### src/rtl/resp_tx_arb.sv
// resp_tx_arb: shares the UART response transmitter among NUM_REQ requesters, sending 1- or 2-byte responses.
// Define RESP_RR_ARB_EN for round-robin arbitration; otherwise fixed priority (lowest index wins).
module resp_tx_arb #(
    parameter int NUM_REQ = 2,
    localparam int IDX_W = $clog2(NUM_REQ)
) (
    input  logic                   clk,
    input  logic                   rst_n,
    input  logic [NUM_REQ-1:0]     req,
    input  logic [16*NUM_REQ-1:0]  req_data,
    input  logic [NUM_REQ-1:0]     req_len,
    output logic [NUM_REQ-1:0]     ack,
    output logic                   busy,
    output logic [IDX_W-1:0]       grant_idx,
    output logic                   resp_trmt,
    output logic [7:0]             resp_tx_data,
    input  logic                   resp_tx_done
);
    typedef enum logic [1:0] {IDLE, SEND, WAIT, DONE} state_t;
    state_t               state_q, state_d;
    logic [15:0]          shift_q, shift_d;
    logic [1:0]           left_q, left_d;
    logic                 first_q, first_d;
    logic [IDX_W-1:0]     grant_q, grant_d;
    logic                 busy_q, busy_d;
    logic                 trmt_q, trmt_d;
    logic [7:0]           data_q, data_d;
    logic [NUM_REQ-1:0]   ack_q, ack_d;
    logic [IDX_W-1:0]     win, cand;
    logic [15:0]          win_data;
`ifdef RESP_RR_ARB_EN
    logic [IDX_W-1:0]     rr_q, rr_d;
`endif
    // Scan from the far end so the first hit in priority order is the last assignment.
    always_comb begin
        win = '0;
        cand = '0;
`ifdef RESP_RR_ARB_EN
        for (int k = NUM_REQ; k >= 1; k--) begin
            cand = IDX_W'((int'(rr_q) + k) % NUM_REQ);
            if (req[cand]) win = cand;
        end
`else
        for (int i = NUM_REQ - 1; i >= 0; i--) begin
            cand = IDX_W'(i);
            if (req[cand]) win = cand;
        end
`endif
    end
    assign win_data = req_data[{win, 4'h0} +: 16];
    always_comb begin
        state_d = state_q;
        shift_d = shift_q;
        left_d  = left_q;
        first_d = 1'b0;
        grant_d = grant_q;
        busy_d  = busy_q;
        trmt_d  = 1'b0;
        data_d  = data_q;
        ack_d   = '0;
`ifdef RESP_RR_ARB_EN
        rr_d    = rr_q;
`endif
        case (state_q)
            IDLE: if (|req) begin
                state_d = SEND;
                shift_d = win_data;
                left_d  = req_len[win] ? 2'd2 : 2'd1;
                grant_d = win;
                busy_d  = 1'b1;
                trmt_d  = 1'b1;
                data_d  = req_len[win] ? win_data[15:8] : win_data[7:0];
            end
            SEND: begin
                state_d = WAIT;
                left_d  = left_q - 2'd1;
                first_d = 1'b1;
            end
            // The first WAIT cycle may still see the previous byte's done level.
            WAIT: if (!first_q && resp_tx_done) begin
                if (left_q != 2'd0) begin
                    state_d = SEND;
                    trmt_d  = 1'b1;
                    data_d  = (left_q == 2'd2) ? shift_q[15:8] : shift_q[7:0];
                end else begin
                    state_d = DONE;
                    ack_d[grant_q] = 1'b1;
                end
            end
            DONE: begin
                state_d = IDLE;
                busy_d  = 1'b0;
`ifdef RESP_RR_ARB_EN
                rr_d    = grant_q;
`endif
            end
            default: state_d = IDLE;
        endcase
    end
    always_ff @(posedge clk or negedge rst_n) begin
        if (!rst_n) begin
            state_q <= IDLE;
            shift_q <= '0;
            left_q  <= '0;
            first_q <= 1'b0;
            grant_q <= '0;
            busy_q  <= 1'b0;
            trmt_q  <= 1'b0;
            data_q  <= '0;
            ack_q   <= '0;
`ifdef RESP_RR_ARB_EN
            rr_q    <= IDX_W'(NUM_REQ - 1);
`endif
        end else begin
            state_q <= state_d;
            shift_q <= shift_d;
            left_q  <= left_d;
            first_q <= first_d;
            grant_q <= grant_d;
            busy_q  <= busy_d;
            trmt_q  <= trmt_d;
            data_q  <= data_d;
            ack_q   <= ack_d;
`ifdef RESP_RR_ARB_EN
            rr_q    <= rr_d;
`endif
        end
    end
    assign ack          = ack_q;
    assign busy         = busy_q;
    assign grant_idx    = grant_q;
    assign resp_trmt    = trmt_q;
    assign resp_tx_data = data_q;
endmodule

### config.mk
export PLATFORM = sky130hd
export DESIGN_NAME = resp_tx_arb
export DESIGN_NICKNAME = d
export VERILOG_FILES = /design/src/rtl/resp_tx_arb.sv
export SDC_FILE = /design/constraint.sdc
export NUM_CORES = 1
export LEC_CHECK = 0
export ABC_AREA = 1
export BUFFER_PORTS_ARGS = -buffer_cell sky130_fd_sc_hd__buf_4
export CAP_MARGIN = 0
export CELL_PAD_IN_SITES_DETAIL_PLACEMENT = 0
export CELL_PAD_IN_SITES_GLOBAL_PLACEMENT = 2
export CORE_MARGIN = 5
export CORE_UTILIZATION = 31
export DETAILED_ROUTE_END_ITERATION = 6
export GPL_TIMING_DRIVEN = 0
export HOLD_SLACK_MARGIN = 0.02
export PLACE_DENSITY_LB_ADDON = 0.08
export SLEW_MARGIN = 20
export SYNTH_ARGS = -nofsm -noshare
export SYNTH_HDL_FRONTEND = slang
export SYNTH_SLANG_ARGS = --single-unit
export TNS_END_PERCENT = 20
### constraint.sdc
create_clock -name clk -period 2 [get_ports clk]
set_input_delay 0.1 -clock clk [delete_from_list [all_inputs] [get_ports clk]]
set_output_delay 0.1 -clock clk [all_outputs]
set_load 0.005 [all_outputs]
# After elaboration in Yosys (flattened, before gate mapping)
# Index checks and enable logic that the tools add are counted.
[word_totals]
mem_bits_ro = 0
out_inout_bits = 13
in_bits = 39
regBits = 34
mem_count = 0
word_cells = 64
latch_bits = 0
ram_bits = 0
[classes]
n_lt_le_gt_ge = 3
eq_ne = 7
n_shift = 1
reduce_logical = 14
n_addsub = 1
n_mux = 29
n_bitwise = 0
multipliers = 0
n_div = 0
[op_table]
columns = ["cell", "count"]
rows = [
  ["$mux 8", 5],
  ["$shiftx 32x6->16", 1],
  ["$mux 2", 8],
  ["$pmux 8 s2", 1],
  ["$mux 1", 10],
  ["$pmux 2 s4", 1],
  ["$reduce_and 2->1", 4],
  ["$reduce_bool 2->1", 4],
  ["$eq 2x2->1 const B", 3],
  ["$ne 2x2->1 const B", 3],
  ["$lt 1x2->1 const B", 2],
  ["$pmux 1 s2", 2],
  ["$pmux 2 s2", 1],
  ["$reduce_and 4->1", 1],
  ["$eq 2x1->1 const B", 1],
  ["$logic_and 1x1->1", 2],
  ["$logic_not 2->1", 1],
  ["$reduce_or 2->1", 1],
  ["$sub 2x1->2 const B", 1],
  ["$demux 1 s1", 1],
  ["$ge 1x1->1 const B", 1],
  ["$logic_not 1->1", 1],
]

# Longest topological paths before layout
[depth]
ltp_word = 7
depth_mapped = 8
mapped_depth_nobuf = 7

# Worst setup path before layout
# OpenSTA, ideal clock, no wires.
[synth_timing]
path_type = "reg-to-reg"
start = "register left_q[0]"
end = "register data_q[0] (netlist: resp_tx_data[0])"
path_slack_ns = 0.710
t_arrival_ns = 1.217
period_less_slack_ns = 1.290
path_stages_with_launch = 9
setup_ns = 0.073
path_buffers = 1
required_time_ns = 1.927
cell_sequence = "dfrtp_1 -> inv_1 -> ha_1 -> buf_2 -> inv_1 -> nand2_1 -> a21oi_1 -> nor2_1 -> a21oi_2"
[synth_via]
elab_chain_len = 5
word_cells_on_any_way = 8
cone_classes = "eq/ne: 2; mux: 4; reduce/logical: 2"
[synth_lines]
columns = ["item", "line_no", "rtl"]
rows = [
  ["from (decl)", "22", "logic [1:0] left_q, left_d;"],
  ["from (signal assigned)", "117", "left_q <= left_d;"],
  ["$eq 2x2->1", "84", "data_d = (left_q == 2'd2) ? shift_q[15:8] : shift_q[7:0];"],
  ["$mux 8", "84", ""],
  ["$mux 8", "81", "if (left_q != 2'd0) begin"],
  ["$mux 8", "80", "WAIT: if (!first_q && resp_tx_done) begin"],
  ["$pmux 8 s2", "64", "case (state_q)"],
  ["to (signal assigned)", "122", "data_q <= data_d;"],
  ["to (decl)", "27", "logic [7:0] data_q, data_d;"],
]
# Several ways; a longest one is shown, not always the timed one. The select of a mux whose other input is x is not followed.
# A chain may end at the register's enable or synchronous reset.

# Worst setup path after layout
[layout_timing]
start = "register left_q[0]"
end = "register data_q[4] (netlist: resp_tx_data[4])"
# Same word-level chain as after synthesis.

==> impl_results.md <==
* Run status: complete, no violations
* # setup viols final at 0
* Largest net degree at the start of global routing at 35
* Post-route DRC at 0
* Synthesized-area fraction occupied by ao, oa, aoi and oai cells at 0.117
* Crit end category: register
* Final worst setup slack at 0.515 ns
* Wirelength, routed at 5050 um
* Cell chain of the critical path: inv_1 > ha_1 > buf_2 > inv_1 > nand2_1 > a21oi_1 > nor2_1 > a21oi_2
* Net count reported at finish at 372
* Endpoint of the worst-slack reg-to-reg timing path: resp_tx_data[4]$_DFFE_PN0P_
* Wire length per cell at 12.4 um
* Final period utilization at 0.742
* Global-route total usage across every layer at 0.128
* Peak ir drop on the vdd network at 0.507 mV
* Simple logic cell fraction of the synthesized area at 0.324
* Startpoint of the lowest-slack register-to-register path: left_q[0]$_DFFE_PN0P_
* Cells after synthesis at 271
* Placer's final routability congestion estimate at 0.745
* Max Slew Vio Count at 0
* Initial Util at 0.319
* Worst-case setup slack after placement at 0.534 ns
* Path depth of the worst reg2reg path at 8
* Placed standard-cell area at 2500 sq um
* Dominant cell type by count on the critical path: inv_1
* Top cells by area, synth: dfrtp_1 (42%), nand2_1 (17%), inv_1 (6.1%)
* Sinks on the clock net at 34
* Total power per unit cell area at 1280 nW/um^2
* Clock tree from TritonCTS: built
* Post-route cell area at 2610 sq um
* FF+latch area at 851 sq um
* # Post-CTS Setup Buffers at 0
* Net Count, Synth at 313
* Count of synthesis-stage warnings from yosys at 0
* Post-DP HPWL at 4150 um
* Number of storage elements in the synthesis netlist at 34
* # rows at 29
* Largest family of logic cells by synthesized area: simple AND/OR/NAND/NOR gates
* Vias in the first global route at 1811
* Clock latency on the worst-skew pair at 0.28 ns
* Shortest clock period the worst path allows after layout at 1.48 ns
* Total power of the final layout at 3.33 mW
* Antenna violations before repair at 0
* R2r setup slk at 0.52 ns
* Share of cell area taken by muxes after synthesis at 0
* Worst Clk Skew at 0.00744 ns
* Max Fclk at 674 MHz
* Multi-input combinational cell area at 932 sq um
* P&R area growth vs syn at 28.7%
* I/O Pins at 52
* Global-route wire length before repair at 8540 um
* Fraction of synthesized cell area taken by the top area cell type at 0.420
* Clock-pin slew on the worst setup and hold paths at 0.07 ns
* Slowest-stage cell, CP: dfrtp_1
* Die Width at 90.8 um
* Floorplan Core Area at 6350 sq um
* Post-detailed-route count of antenna-violating nets at 0
* Setup repair after global routing missed its margin: false
* Setup TNS at 0 ns
* Tightest Pin Transition at 0.429 ns
* Count of endpoints failing hold in the final timing report at 0
* Leak pwr at 1.39 nW
* Fraction of final layout cells with drive strength greater than 1 at 0.269
* # port buffers at 51
* Worst hold path depth at 5
* Hold Path Sink: ack[1]$_DFF_PN0_
* DP Cell Count at 399
* Required time reported for the critical path endpoint at 2.21 ns
* Drt pass-1 iters at 4
* Worst slew margin at 0.714
* Xor/xnor cell area share of the yosys netlist at 0
* Floorplan die area at 8250 sq um
* Initial detailed-routing violation count at 74
* Cell type contributing the most total cell area after synthesis: dfrtp_1
* Number of vias per cell after detailed routing at 4.26
* Root buf cell: clkbuf_8
* Non-filler cells in the finished layout at 408
* Routed vias at 1738
* Overflow left after global routing at 0
* Fraction of the core area covered by cells at the end of the flow at 0.410
* Number of distinct library cells after synthesis at 27
* Largest stage delay, worst path at 0.34 ns
* H-tree levels at 2
* Maxcap violations at 0
* Number of buffers on the longest clock path at 2
* Critical Path Start Type: register
* Worst Min Path Start: resp_tx_done
* Seq/Total Area, Yosys at 0.420
* Area share of fa/ha/maj cells after synthesis at 0.0185
* Die span in y at 90.8 um
* CTS buffer count at 5
* Worst endpoint data arrival time at 1.69 ns
* Antenna Cells at 0
* Critical path peak fanout at 9
* Filler instances at 692
* Class of the worst hold path: in2reg
* Hold slack at 0.175 ns
* Mean area per synthesized cell at 7.47 sq um
* Type of the setup path with the least slack: reg2reg
* Netlist area before placement at 2020 sq um
cell families after synthesis:
| family | Yosys count |
|---|---|
| adder cells (fa/ha/maj) | 3 |
| AND/OR/NAND/NOR | 148 |
| buffers and inverters | 47 |
| flip-flops | 34 |
| AO/OA/AOI/OAI | 39 |
cells in the final DEF (no fill, tap or decap), drive strengths merged:
| cell type | count |
|---|---|
| o211ai | 2 |
| dlygate4sd3 | 1 |
| a21oi | 17 |
| nor3 | 1 |
| nor2 | 22 |
| buf | 60 |
| clkbuf | 8 |
| inv | 36 |
| ha | 3 |
| clkinv | 2 |
| dfrtp | 34 |
| nand3b | 9 |
| o21ai | 20 |
| or2 | 1 |
| nand2 | 96 |
| nand3 | 19 |
flip-flops by register name, summed over array words and instances, names as in the netlist:
name,flops
busy,1
grant_idx,1
shift_q,16
ack,2
first_q,1
resp_trmt,1
resp_tx_data,8
state_q,2
left_q,2
worst max-delay path, delay by kind of cell (launching register included):
kind	cells	cell delay (ns)
flip-flops	1	0.34
buffers and inverters	3	0.44
adder cells (fa/ha/maj)	1	0.20
AND/OR/NAND/NOR	2	0.15
AO/OA/AOI/OAI	2	0.27
Yosys cell counts, drive strengths merged:
library cell,count
dfrtp,34
clkbuf,1
nand3b,9
o21ai,20
or2,1
buf,9
ha,3
nand2,96
inv,36
a21oi,17
o211ai,2
nor2,22
nor3,1
clkinv,1
nand3,19
area by class of cell:
class	instances	area share
Multi-Input combinational cell	190	0.358
Sequential cell	34	0.327
Timing Repair Buffer	52	0.151
Inverter	37	0.0562
Tap cell	77	0.0370
Buffer	10	0.0365
Clock buffer	7	0.0331
Clock inverter	1	0.00192
power by group:
group | leakage [nW] | internal [mW] | switching [mW]
clock | 0.0482 | 0.277 | 0.236
combinational | 0.938 | 0.683 | 0.916
sequential | 0.408 | 1.02 | 0.194
repair_timing:
action	CTS	global route
hold endpoints to repair	34	0
resized for setup	0	0
hold buffers	1	0
per-layer routing:
metal	GRT usage	wire length, um	vias to the layer above
met3	0.0367	302	4
met1	0.174	2590	723
met5	0	0	-
li1	-	-	962
met4	0.0440	61	0
met2	0.192	2100	49
worst max-delay path by stage:
| stage | to | cells past startpoint | slack (ns) | start |
|---|---|---|---|---|
| global route | resp_tx_data[2]$_DFFE_PN0P_ | 8 | 0.36 | left_q[0]$_DFFE_PN0P_ |
| detailed placement | resp_tx_data[2]$_DFFE_PN0P_ | 8 | 0.53 | left_q[0]$_DFFE_PN0P_ |
| finish | resp_tx_data[4]$_DFFE_PN0P_ | 8 | 0.52 | left_q[0]$_DFFE_PN0P_ |
| global placement | resp_tx_data[4]$_DFFE_PN0P_ | 8 | 0.54 | left_q[0]$_DFFE_PN0P_ |
| floorplan | resp_tx_data[0]$_DFFE_PN0P_ | 8 | 0.71 | left_q[0]$_DFFE_PN0P_ |
| CTS | resp_tx_data[4]$_DFFE_PN0P_ | 8 | 0.51 | left_q[0]$_DFFE_PN0P_ |
Note: power is estimated with default switching activity, not from simulation.
